<file path="src/rtl/freq_div_pkg.sv">
// Shared types and constants for the frequency-divider controller and its
// surrounding benches.
package freq_div_pkg;

    localparam int RATIO_W = 3;

    typedef logic [RATIO_W-1:0] ratio_t;

    // A ratio of zero would stall the divider, so it is rejected.
    localparam ratio_t ILLEGAL_RATIO = '0;

    typedef enum logic [2:0] {
        ST_INIT      = 3'd0,
        ST_IDLE      = 3'd1,
        ST_WAIT_EDGE = 3'd2,
        ST_APPLY     = 3'd3,
        ST_SETTLE    = 3'd4,
        ST_DONE      = 3'd5
    } state_t;

    // Width of a saturating counter that must be able to hold 'limit'.
    function automatic int sat_cnt_width(input int limit);
        return (limit < 1) ? 1 : $clog2(limit + 1);
    endfunction

endpackage

</file>
<file path="src/rtl/freq_div_ctrl_if.sv">
// Requester-side bus of the divider controller.
//
// Handshake: a requester raises req[i] with req_ratio slice i stable and keeps
// both held until it sees gnt[i]. gnt is a one-cycle completion pulse; err is
// valid only in the gnt cycle. A req still high after its gnt counts as a new
// request. busy and cur_ratio are status only.
interface freq_div_ctrl_if
    import freq_div_pkg::*;
#(
    parameter int N_REQ = 4
);
    logic [N_REQ-1:0]         req;
    logic [N_REQ*RATIO_W-1:0] req_ratio;
    logic [N_REQ-1:0]         gnt;
    logic                     err;
    logic                     busy;
    ratio_t                   cur_ratio;

    // Requester side.
    modport master (
        output req, req_ratio,
        input  gnt, err, busy, cur_ratio
    );

    // Controller side.
    modport slave (
        input  req, req_ratio,
        output gnt, err, busy, cur_ratio
    );
endinterface

</file>
<file path="src/rtl/freq_div_ctrl_rr_arbiter.sv">
// Combinational round-robin arbiter: picks the first active request at or
// after the pointer, wrapping around.
module rr_arbiter #(
    parameter int N  = 4,
    parameter int IW = (N > 1) ? $clog2(N) : 1
) (
    input  logic [N-1:0]  req,
    input  logic [IW-1:0] ptr,
    output logic [N-1:0]  grant,
    output logic [IW-1:0] idx
);

    // Scan the requesters starting at ptr; first hit wins.
    always_comb begin
        logic [IW-1:0] j;
        grant = '0;
        idx   = '0;
        j     = '0;
        for (int k = 0; k < N; k++) begin
            j = IW'((int'(ptr) + k) % N);
            if (grant == '0 && req[j]) begin
                grant[j] = 1'b1;
                idx      = j;
            end
        end
    end

endmodule

</file>
<file path="src/rtl/freq_div_ctrl.sv">
// Owner of the divider ratio select and reset. Arbitrates ratio-change
// requests round-robin and applies each one glitch-safely: wait for a
// div_out falling edge, pulse the divider reset with the new ratio, then
// count div_out rising edges to confirm the divider is running again.
module freq_div_ctrl
    import freq_div_pkg::*;
#(
    parameter int     N_REQ         = 4,
    parameter ratio_t DEFAULT_RATIO = 3'd2,
    parameter int     RST_CYC       = 2,
    parameter int     SETTLE_EDGES  = 2,
    parameter int     TIMEOUT       = 64
) (
    input  logic            clk,
    input  logic            rst,
    freq_div_ctrl_if.slave  bus,
    output ratio_t          div_in,
    output logic            div_rst,
    input  logic            div_out,
    output state_t          dbg_state
);

    localparam int IW = $clog2(N_REQ);
    localparam int CW = sat_cnt_width(TIMEOUT);
    localparam int EW = sat_cnt_width(SETTLE_EDGES);

    localparam logic [CW-1:0] TO_LAST    = CW'(TIMEOUT - 1);
    localparam logic [CW-1:0] RST_LAST   = CW'(RST_CYC - 1);
    localparam logic [EW-1:0] EDGE_LAST  = EW'(SETTLE_EDGES - 1);
    localparam logic [IW-1:0] IDX_LAST   = IW'(N_REQ - 1);

    state_t             state;
    ratio_t             cur_ratio;
    ratio_t             new_ratio;
    logic               div_rst_r;
    logic               busy_r;
    logic               err_r;
    logic               err_flag;
    logic               has_owner;
    logic               div_q;
    logic [N_REQ-1:0]   gnt_r;
    logic [N_REQ-1:0]   owner_oh;
    logic [IW-1:0]      ptr;
    logic [CW-1:0]      cnt;
    logic [EW-1:0]      edge_cnt;

    logic [N_REQ-1:0]   arb_grant;
    logic [IW-1:0]      arb_idx;
    logic               arb_any;
    ratio_t             req_sel;
    ratio_t             req_ratio_a [N_REQ];
    logic               rise;
    logic               fall;
    logic               settle_done;
    logic               to_hit;

    // Unpack the flat ratio bus into one slice per requester.
    for (genvar g = 0; g < N_REQ; g++) begin : g_unpack
        assign req_ratio_a[g] = bus.req_ratio[g*RATIO_W +: RATIO_W];
    end

    rr_arbiter #(
        .N  (N_REQ),
        .IW (IW)
    ) u_arb (
        .req   (bus.req),
        .ptr   (ptr),
        .grant (arb_grant),
        .idx   (arb_idx)
    );

    assign arb_any     = |arb_grant;
    assign req_sel     = req_ratio_a[arb_idx];
    assign rise        = div_out & ~div_q;
    assign fall        = ~div_out & div_q;
    assign settle_done = rise && (edge_cnt == EDGE_LAST);
    assign to_hit      = (cnt == TO_LAST);

    assign bus.gnt       = gnt_r;
    assign bus.err       = err_r;
    assign bus.busy      = busy_r;
    assign bus.cur_ratio = cur_ratio;
    assign div_in        = cur_ratio;
    assign div_rst       = div_rst_r;
    assign dbg_state     = state;

    // One-cycle history of div_out for edge detection.
    always_ff @(posedge clk or negedge rst) begin
        if (!rst) begin
            div_q <= 1'b0;
        end else begin
            div_q <= div_out;
        end
    end

    // Control FSM; every output is a register written here.
    always_ff @(posedge clk or negedge rst) begin
        if (!rst) begin
            state     <= ST_INIT;
            cur_ratio <= DEFAULT_RATIO;
            new_ratio <= DEFAULT_RATIO;
            div_rst_r <= 1'b0;
            busy_r    <= 1'b1;
            err_r     <= 1'b0;
            err_flag  <= 1'b0;
            has_owner <= 1'b0;
            gnt_r     <= '0;
            owner_oh  <= '0;
            ptr       <= '0;
            cnt       <= '0;
            edge_cnt  <= '0;
        end else begin
            gnt_r <= '0;
            err_r <= 1'b0;
            case (state)
                ST_INIT: begin
                    // Hold the divider in reset, then confirm it runs.
                    if (cnt == RST_LAST) begin
                        div_rst_r <= 1'b1;
                        has_owner <= 1'b0;
                        cnt       <= '0;
                        edge_cnt  <= '0;
                        state     <= ST_SETTLE;
                    end else begin
                        cnt <= cnt + 1'b1;
                    end
                end

                ST_IDLE: begin
                    // The gnt cycle is skipped so a requester that has not
                    // yet dropped req is not granted twice.
                    if (gnt_r != '0) begin
                        busy_r <= 1'b0;
                    end else if (arb_any) begin
                        owner_oh  <= arb_grant;
                        new_ratio <= req_sel;
                        has_owner <= 1'b1;
                        busy_r    <= 1'b1;
                        cnt       <= '0;
                        ptr       <= (arb_idx == IDX_LAST) ? '0 : arb_idx + 1'b1;
                        if (req_sel == ILLEGAL_RATIO) begin
                            err_flag <= 1'b1;
                            state    <= ST_DONE;
                        end else if (req_sel == cur_ratio) begin
                            state <= ST_DONE;
                        end else begin
                            state <= ST_WAIT_EDGE;
                        end
                    end else begin
                        busy_r <= 1'b0;
                    end
                end

                ST_WAIT_EDGE: begin
                    // Switch only right after a falling edge; a stuck
                    // divider is switched anyway and flagged.
                    if (fall || to_hit) begin
                        if (!fall) begin
                            err_flag <= 1'b1;
                        end
                        cur_ratio <= new_ratio;
                        div_rst_r <= 1'b0;
                        cnt       <= '0;
                        state     <= ST_APPLY;
                    end else begin
                        cnt <= cnt + 1'b1;
                    end
                end

                ST_APPLY: begin
                    // Divider reset held for RST_CYC cycles.
                    if (cnt == RST_LAST) begin
                        div_rst_r <= 1'b1;
                        cnt       <= '0;
                        edge_cnt  <= '0;
                        state     <= ST_SETTLE;
                    end else begin
                        cnt <= cnt + 1'b1;
                    end
                end

                ST_SETTLE: begin
                    // Count rising edges until lock or timeout.
                    if (settle_done || to_hit) begin
                        cnt      <= '0;
                        edge_cnt <= '0;
                        if (has_owner) begin
                            if (!settle_done) begin
                                err_flag <= 1'b1;
                            end
                            state <= ST_DONE;
                        end else begin
                            err_r  <= !settle_done;
                            busy_r <= 1'b0;
                            state  <= ST_IDLE;
                        end
                    end else begin
                        cnt <= cnt + 1'b1;
                        if (rise) begin
                            edge_cnt <= edge_cnt + 1'b1;
                        end
                    end
                end

                ST_DONE: begin
                    // Completion pulse to the owner with the outcome.
                    gnt_r    <= owner_oh;
                    err_r    <= err_flag;
                    err_flag <= 1'b0;
                    state    <= ST_IDLE;
                end

                default: begin
                    state <= ST_INIT;
                end
            endcase
        end
    end

endmodule

</file>
<file path="src/flat_wrapper.sv">
// flat-port wrapper written by rule: the top's interface ports become plain ports
module freq_div_ctrl_flat import freq_div_pkg::*;
#(
    parameter int     N_REQ         = 4,
    parameter ratio_t DEFAULT_RATIO = 3'd2,
    parameter int     RST_CYC       = 2,
    parameter int     SETTLE_EDGES  = 2,
    parameter int     TIMEOUT       = 64
)
  (clk, rst, div_in, div_rst, div_out, dbg_state, bus_req, bus_req_ratio, bus_gnt, bus_err, bus_busy, bus_cur_ratio);
  freq_div_ctrl_if #(.N_REQ(N_REQ)) bus_i ();
  input  logic clk;
  input  logic rst;
  output ratio_t div_in;
  output logic div_rst;
  input  logic div_out;
  output state_t dbg_state;
  input wire logic [$bits(bus_i.req)-1:0] bus_req;
  input wire logic [$bits(bus_i.req_ratio)-1:0] bus_req_ratio;
  output wire logic [$bits(bus_i.gnt)-1:0] bus_gnt;
  output wire logic [$bits(bus_i.err)-1:0] bus_err;
  output wire logic [$bits(bus_i.busy)-1:0] bus_busy;
  output wire logic [$bits(bus_i.cur_ratio)-1:0] bus_cur_ratio;
  assign bus_i.req = bus_req;
  assign bus_i.req_ratio = bus_req_ratio;
  assign bus_gnt = bus_i.gnt;
  assign bus_err = bus_i.err;
  assign bus_busy = bus_i.busy;
  assign bus_cur_ratio = bus_i.cur_ratio;
  freq_div_ctrl #(.N_REQ(N_REQ), .DEFAULT_RATIO(DEFAULT_RATIO), .RST_CYC(RST_CYC), .SETTLE_EDGES(SETTLE_EDGES), .TIMEOUT(TIMEOUT)) u_core (.clk(clk), .rst(rst), .bus(bus_i), .div_in(div_in), .div_rst(div_rst), .div_out(div_out), .dbg_state(dbg_state));
endmodule
</file>
<file path="config.mk">
export PLATFORM = sky130hd
export DESIGN_NAME = freq_div_ctrl_flat
export DESIGN_NICKNAME = d
export VERILOG_FILES = /design/src/rtl/freq_div_pkg.sv /design/src/rtl/freq_div_ctrl_if.sv /design/src/rtl/freq_div_ctrl_rr_arbiter.sv /design/src/rtl/freq_div_ctrl.sv /design/src/flat_wrapper.sv
export SDC_FILE = /design/constraint.sdc
export NUM_CORES = 1
export LEC_CHECK = 0
export BUFFER_PORTS_ARGS = -buffer_cell sky130_fd_sc_hd__buf_2
export CORE_ASPECT_RATIO = 0.9
export CORE_UTILIZATION = 58
export DETAILED_ROUTE_END_ITERATION = 10
export PLACE_DENSITY = 0.86
export SLEW_MARGIN = 20
export SYNTH_ARGS = -nofsm -noshare
export SYNTH_HDL_FRONTEND = slang
export SYNTH_HIERARCHICAL = 1
export SYNTH_SLANG_ARGS = --single-unit
</file>
<file path="constraint.sdc">
create_clock -name clk -period 5.2 [get_ports clk]
set_input_delay 0.26 -clock clk [delete_from_list [all_inputs] [get_ports clk]]
set_output_delay 0.26 -clock clk [all_outputs]
set_load 0.005 [all_outputs]
</file>
==> results of run 1 <==
-- stage by stage --
step	hold slack (ps)	util	instances	instance area (sq um)	worst slack (ps)
floorplan	-35.6	-	261	2550	965
global placement	359	0.658	345	2730	777
detailed placement	366	0.658	345	2730	713
CTS	45.4	0.685	353	2850	686
global route	73.3	0.685	353	2850	324
finish	25.1	0.685	353	2850	643
-- worst min path at each step --
stage                     startpoint                                   to  slack [ps]  cells past startpoint
after floorplan                  rst  u_core/bus.cur_ratio[0]$_DFFE_PN0P_         -40                      0
after global placement           rst  u_core/bus.cur_ratio[2]$_DFFE_PN0P_         360                      1
after detailed placement         rst  u_core/bus.cur_ratio[2]$_DFFE_PN0P_         370                      1
after CTS                        rst      u_core/new_ratio[0]$_DFFE_PN0P_          50                      1
after global routing             rst         u_core/has_owner$_DFFE_PN0P_          70                      1
final                            rst  u_core/bus.cur_ratio[2]$_DFFE_PN0P_          30                      1
-- synthesized netlist by cell type (3+ instances only) --
master | count | area share
o21ai_0 | 16 | 0.031
o211ai_1 | 3 | 0.0088
nor4_1 | 5 | 0.012
dfstp_2 | 3 | 0.031
and3_1 | 5 | 0.012
mux2_2 | 11 | 0.049
dfrtp_1 | 31 | 0.30
buf_2 | 4 | 0.0078
mux2i_1 | 11 | 0.043
nand3_1 | 6 | 0.012
nor3_1 | 3 | 0.0059
nand2_1 | 20 | 0.029
inv_1 | 13 | 0.019
a22o_1 | 4 | 0.014
mux4_2 | 6 | 0.053
and2_1 | 3 | 0.0074
nor2_1 | 18 | 0.026
a21o_1 | 4 | 0.012
or3_1 | 4 | 0.0098
a211o_1 | 3 | 0.010
buf_4 | 5 | 0.015
nor2b_1 | 9 | 0.022
ha_1 | 12 | 0.059
clkbuf_1 | 3 | 0.0044
nand2b_1 | 4 | 0.0098
a221o_1 | 6 | 0.024
a21oi_1 | 5 | 0.0098
o32ai_1 | 3 | 0.010
-- registers in the layout (all words and copies together), names as in the netlist --
name	cells
u_core/owner_oh	4
u_core/new_ratio	3
u_core/bus.busy	1
u_core/bus.gnt	4
u_core/div_rst	1
u_core/bus.cur_ratio	3
u_core/err_flag	1
u_core/dbg_state	3
u_core/cnt	7
u_core/div_q	1
u_core/edge_cnt	2
u_core/bus.err	1
u_core/has_owner	1
u_core/ptr	2
-- kinds of logic after synthesis --
| logic type | share of synthesized area |
|---|---|
| and+or+nand+nor | 0.175 |
| AOI/OAI and AO/OA | 0.216 |
| DFF | 0.335 |
| muxes | 0.156 |
| buffers and inverters | 0.0563 |
| adders and majority gates | 0.0588 |
| xor gates and xnor gates | 0.00343 |
-- area by class of cell --
type / instances / area [sq um]
clock inverters: 3 / 45.0
well taps: 60 / 75.1
clock buffers: 5 / 68.8
flip-flops and latches: 34 / 855
inverters: 13 / 48.8
fillers: 340 / 1310
repair buffers: 38 / 200
multi-input cells: 200 / 1560
-- worst max-delay path, stage by stage, from the launching register on --
cell       delay [ps]
dfrtp_1           560
inv_1             190
ha_1              410
mux4_2            540
a21bo_1           250
o221ai_1          160
a211o_1           320
nor2_4            190
a2bb2oi_1         180
buf_4             210
mux4_2            570
nor2b_1           160
a32oi_1           240
o2111ai_1         140
a221o_1           310
-- layer usage --
metal / track usage / vias to the layer above
li1: - / 1043
met1: 0.346 / 1010
met2: 0.394 / 107
met3: 0.0575 / 13
met4: 0.100 / 0
met5: 0 / -
-- report_power, final --
part	switching (uW)	internal, uW	total, uW
logic	671	614	1290
registers	112	360	472
clock network	103	142	246
==> impl_metrics.json, run 1 <==
{
  "drc": 0,
  "drv_slew": 0,
  "final_cell_mix": "buf_2 (34), dfrtp_1 (31), nand2_1 (20)",
  "antenna_found_initial": 0,
  "clock_path_buffers": 2,
  "synth_area_sq_mm": 0.00255,
  "syn_avg_cell_area_sq_um": 9.78,
  "period_share": 0.876,
  "powerDensity_mw_per_mm2": 703,
  "grt_first_pass_wirelength_um": 9050,
  "pin_count": 35,
  "first_pass_iters": 5,
  "synth-edff-count": 0,
  "rrSetupSlack_ps": 640,
  "met1_length_um": 2480,
  "cts_hold_buf": 0,
  "yosysSeqAreaShare": 0.335,
  "hold_viol_final": 0,
  "fin_nets": 323,
  "core_area_sq_mm": 0.00416,
  "die_w_um": 71.9,
  "r2r-end": "u_core/dbg_state[0]$_DFFE_PN0P_",
  "start_util": 0.614,
  "r2r-start": "u_core/ptr[1]$_DFFE_PN0P_",
  "drtIter0Drc": 234,
  "synth_fp_nets": 292,
  "synthCells": 261,
  "wl_per_cell_um": 15.5,
  "avgViaCountPerCell": 6.16,
  "routed-wl-met3_um": 375,
  "top_layer": "met4",
  "dieArea_sq_mm": 0.00467,
  "async_reset_ff_frac": 1.00,
  "fmax_mhz": 219,
  "routed_wl_um": 5470,
  "post_cts_resized": 0,
  "grt_max_degree": 35,
  "rr_worst_depth": 14,
  "worst_setup_hold_path_clk_slew_ps": 70,
  "cap_violations": 0,
  "synth.distinct_cells": 60,
  "setup_viol": 0,
  "slew_headroom": 0.512,
  "cts_tree": "built",
  "met2RoutedLength_um": 2520,
  "die_h_um": 65.0,
  "root_buffer": "clkbuf_8",
  "arrival_ps": 4730,
  "clkLatencyLatePin_ps": 290,
  "path_class": "reg -> reg",
  "required_ps": 5370,
  "min_path_type": "in -> async",
  "power_uw": 2000,
  "fp-row-count": 22,
  "crit_path_start": "u_core/ptr[1]$_DFFE_PN0P_",
  "leakagePower_uw": 0.00134,
  "htree_levels": 2,
  "grt-ovfl-total": 0,
  "start_kind": "flop",
  "worst_setup_path_end_kind": "flop",
  "ant_nets": 0,
  "port_buffers": 34,
  "synth_seq_cells": 34,
  "synthToLayoutAreaGrowth_pct": 11.5,
  "dp_hpwl_um": 3960,
  "finalSetupTns_ps": 0,
  "synth_warnings": 6,
  "cts_buffers": 5,
  "layout_min_cycle_time_ps": 4560,
  "grt_usage": 0.255,
  "synthFlopType": "dfrtp_1",
  "place_congestion": 0.909,
  "grt_pass1_vias": 1937,
  "insertedDiodeCount": 0,
  "outcome": "finished clean",
  "layout_commonest_cell": "buf_2",
  "finClkSkew_ps": 4.43,
  "drive_above_1_share": 0.270,
  "rsz0062_at_grt": "false",
  "crit_path_max_fanout": 12,
  "worstMarginPinSlew_ps": 733,
  "cts_sinks": 34,
  "peakVddDrop_uv": 437,
  "postCtsSetupBuffers": 0,
  "cp-endpoint": "u_core/dbg_state[0]$_DFFE_PN0P_",
  "vias": 2173
}
No activity file was read; power rests on OpenSTA's default activity.
==> inputs of run 2 (changes only) <==
--- a/config.mk
+++ b/config.mk
@@ -5,11 +5,12 @@
 export SDC_FILE = /design/constraint.sdc
 export NUM_CORES = 1
 export LEC_CHECK = 0
-export BUFFER_PORTS_ARGS = -buffer_cell sky130_fd_sc_hd__buf_2
 export CORE_ASPECT_RATIO = 0.9
-export CORE_UTILIZATION = 58
+export CORE_UTILIZATION = 64
 export DETAILED_ROUTE_END_ITERATION = 10
+export DONT_BUFFER_PORTS = 1
 export PLACE_DENSITY = 0.86
+export SETUP_SLACK_MARGIN = 0.1
 export SLEW_MARGIN = 20
 export SYNTH_ARGS = -nofsm -noshare
 export SYNTH_HDL_FRONTEND = slang
==> impl_metrics.json, run 2 (synthesis results as in run 1) <==
{
  "worst_setup_hold_path_clk_slew_ps": 70,
  "design_area_sq_mm": 0.00270,
  "slowest_delay_ps": 570,
  "port_buffers": 0,
  "finalSetupTns_ps": 0,
  "crit_slowest_cell": "mux4_2",
  "arrival_ps": 4730,
  "cts_sinks": 34,
  "insertedDiodeCount": 0,
  "finClkSkew_ps": 8.17,
  "rsz0062_at_grt": "false",
  "htree_levels": 2,
  "core_area_sq_mm": 0.00376,
  "layout_min_cycle_time_ps": 4550,
  "start_util": 0.680,
  "ant_nets": 0,
  "slew_headroom": 0.584,
  "grt_pass1_vias": 1825,
  "worstMarginPinSlew_ps": 622,
  "drv_slew": 0,
  "cts_buffers": 5,
  "routed_wl_um": 5120,
  "cts_tree": "built",
  "fill_cells": 291,
  "min_path_type": "in -> reg",
  "crit_path_start": "u_core/ptr[1]$_DFFE_PN0P_",
  "antenna_found_initial": 0,
  "postCtsSetupBuffers": 0,
  "cpMostUsedCell": "mux4_2",
  "avgViaCountPerCell": 6.62,
  "outcome": "finished clean",
  "setup_viol": 0,
  "period_share": 0.874,
  "wl_per_cell_um": 16.6,
  "vias": 2040,
  "hold_viol_final": 0,
  "largest_register_ffs": 7,
  "drc": 0,
  "dp_hpwl_um": 3770,
  "grt_max_degree": 35,
  "fp-row-count": 21,
  "die_w_um": 68.6,
  "crit_path_max_fanout": 12,
  "powerDensity_mw_per_mm2": 726,
  "clock_path_buffers": 2,
  "grt_usage": 0.268,
  "crit_buf_inv": 2,
  "power_uw": 1960,
  "first_pass_iters": 4,
  "synthToLayoutAreaGrowth_pct": 5.83,
  "placed_area_sq_mm": 0.00255,
  "worst_setup_path_end_kind": "flop",
  "die_h_um": 61.9,
  "final_cell_mix": "dfrtp_1 (31), nand2_1 (20), nor2_1 (18)",
  "cp_cell_sequence": "inv_1 > ha_1 > mux4_2 > a21bo_1 > o21ai_0 > a211o_1 > nor2_4 > a2bb2oi_1 > buf_4 > mux4_2 > nor2b_1 > a32oi_1 > o2111ai_1 > a221o_1",
  "fmax_mhz": 220,
  "dieArea_sq_mm": 0.00425,
  "fin_ws_ps": 653,
  "cap_violations": 0,
  "required_ps": 5380,
  "fin_util": 0.719,
  "clkLatencyLatePin_ps": 290,
  "root_buffer": "clkbuf_8",
  "r2r-start": "u_core/ptr[1]$_DFFE_PN0P_",
  "crit_family": "compound AO/OA/AOI/OAI gates",
  "regMostFlops": "u_core/cnt",
  "place_congestion": 0.930,
  "drive_above_1_share": 0.172,
  "leakagePower_uw": 0.00121,
  "pin_count": 35,
  "path_class": "reg -> reg",
  "fin_nets": 292,
  "drtIter0Drc": 223,
  "peakVddDrop_uv": 357,
  "layout_commonest_cell": "dfrtp_1",
  "pre_cts_slack_ps": 732,
  "start_kind": "flop",
  "grt_first_pass_wirelength_um": 8240,
  "grt-ovfl-total": 0,
  "hold_start": "div_out"
}
## run 2: cell types whose count changed in the layout (fill, tap and decap cells not counted)
cell,delta
buf_2,-34
clkbuf_1,+1
clkinvlp_4,-2
clkbuf_8,+1
dlygate4sd3_1,+2
buf_12,+1
## run 2: routing by layer
| layer | global-route usage | part of all wire | up-vias | routed length, um |
|---|---|---|---|---|
| met3 | 0.0785 | 0.062 | 10 | 316 |
| met4 | 0.0982 | 0.016 | 0 | 80 |
| met5 | 0 | 0 | - | 0 |
| met2 | 0.419 | 0.47 | 72 | 2390 |
| met1 | 0.354 | 0.45 | 979 | 2330 |
| li1 | - | - | 979 | - |
## run 2: path summary, 6_finish.rpt
| kind | endpoint | slack [ps] | cells after the start |
|---|---|---|---|
| max reg2reg | u_core/dbg_state[0]$_DFFE_PN0P_ | 650 | 14 |
| max in group asynchronous | u_core/bus.busy$_DFFE_PN1P_ | 4530 | 2 |
| min reg2reg | u_core/new_ratio[1]$_DFFE_PN1P_ | 490 | 2 |
| min | u_core/bus.err$_DFF_PN0_ | 410 | 4 |
| max | u_core/dbg_state[0]$_DFFE_PN0P_ | 650 | 14 |
| min in group asynchronous | u_core/bus.cur_ratio[2]$_DFFE_PN0P_ | 430 | 2 |
## run 2: worst min-delay path: cells and delay by family
kind	cells	cell delay [ps]
simple gates	4	400
## run 2: metrics by stage
| step | instances | hold WS (ps) |
|---|---|---|
| after floorplan | 261 | -35.6 |
| after global placement | 297 | -34.9 |
| after detailed placement | 297 | -34.9 |
| after CTS | 308 | 388 |
| after global routing | 308 | 412 |
| final | 308 | 410 |
## run 2: power breakdown
part	switching, uW	internal, uW
sequential	120	361
combinational	644	588
clock	92.7	156
## run 2: final cells by class
type / instances / area (sq um) / area share
sequential: 34 / 855 / 0.316
clock inverter: 1 / 30.0 / 0.0111
timing repair buffer: 7 / 70.1 / 0.0259
tap: 46 / 57.6 / 0.0213
clock buffer: 7 / 86.3 / 0.0319
multi-input combinational: 200 / 1560 / 0.575
inverter: 13 / 48.8 / 0.0181
## run 2: repair_timing
action                                 4_1_cts  5_1_grt
hold buffers                                 3        0
endpoints found under the hold margin       35        0
resized for setup                            0        0
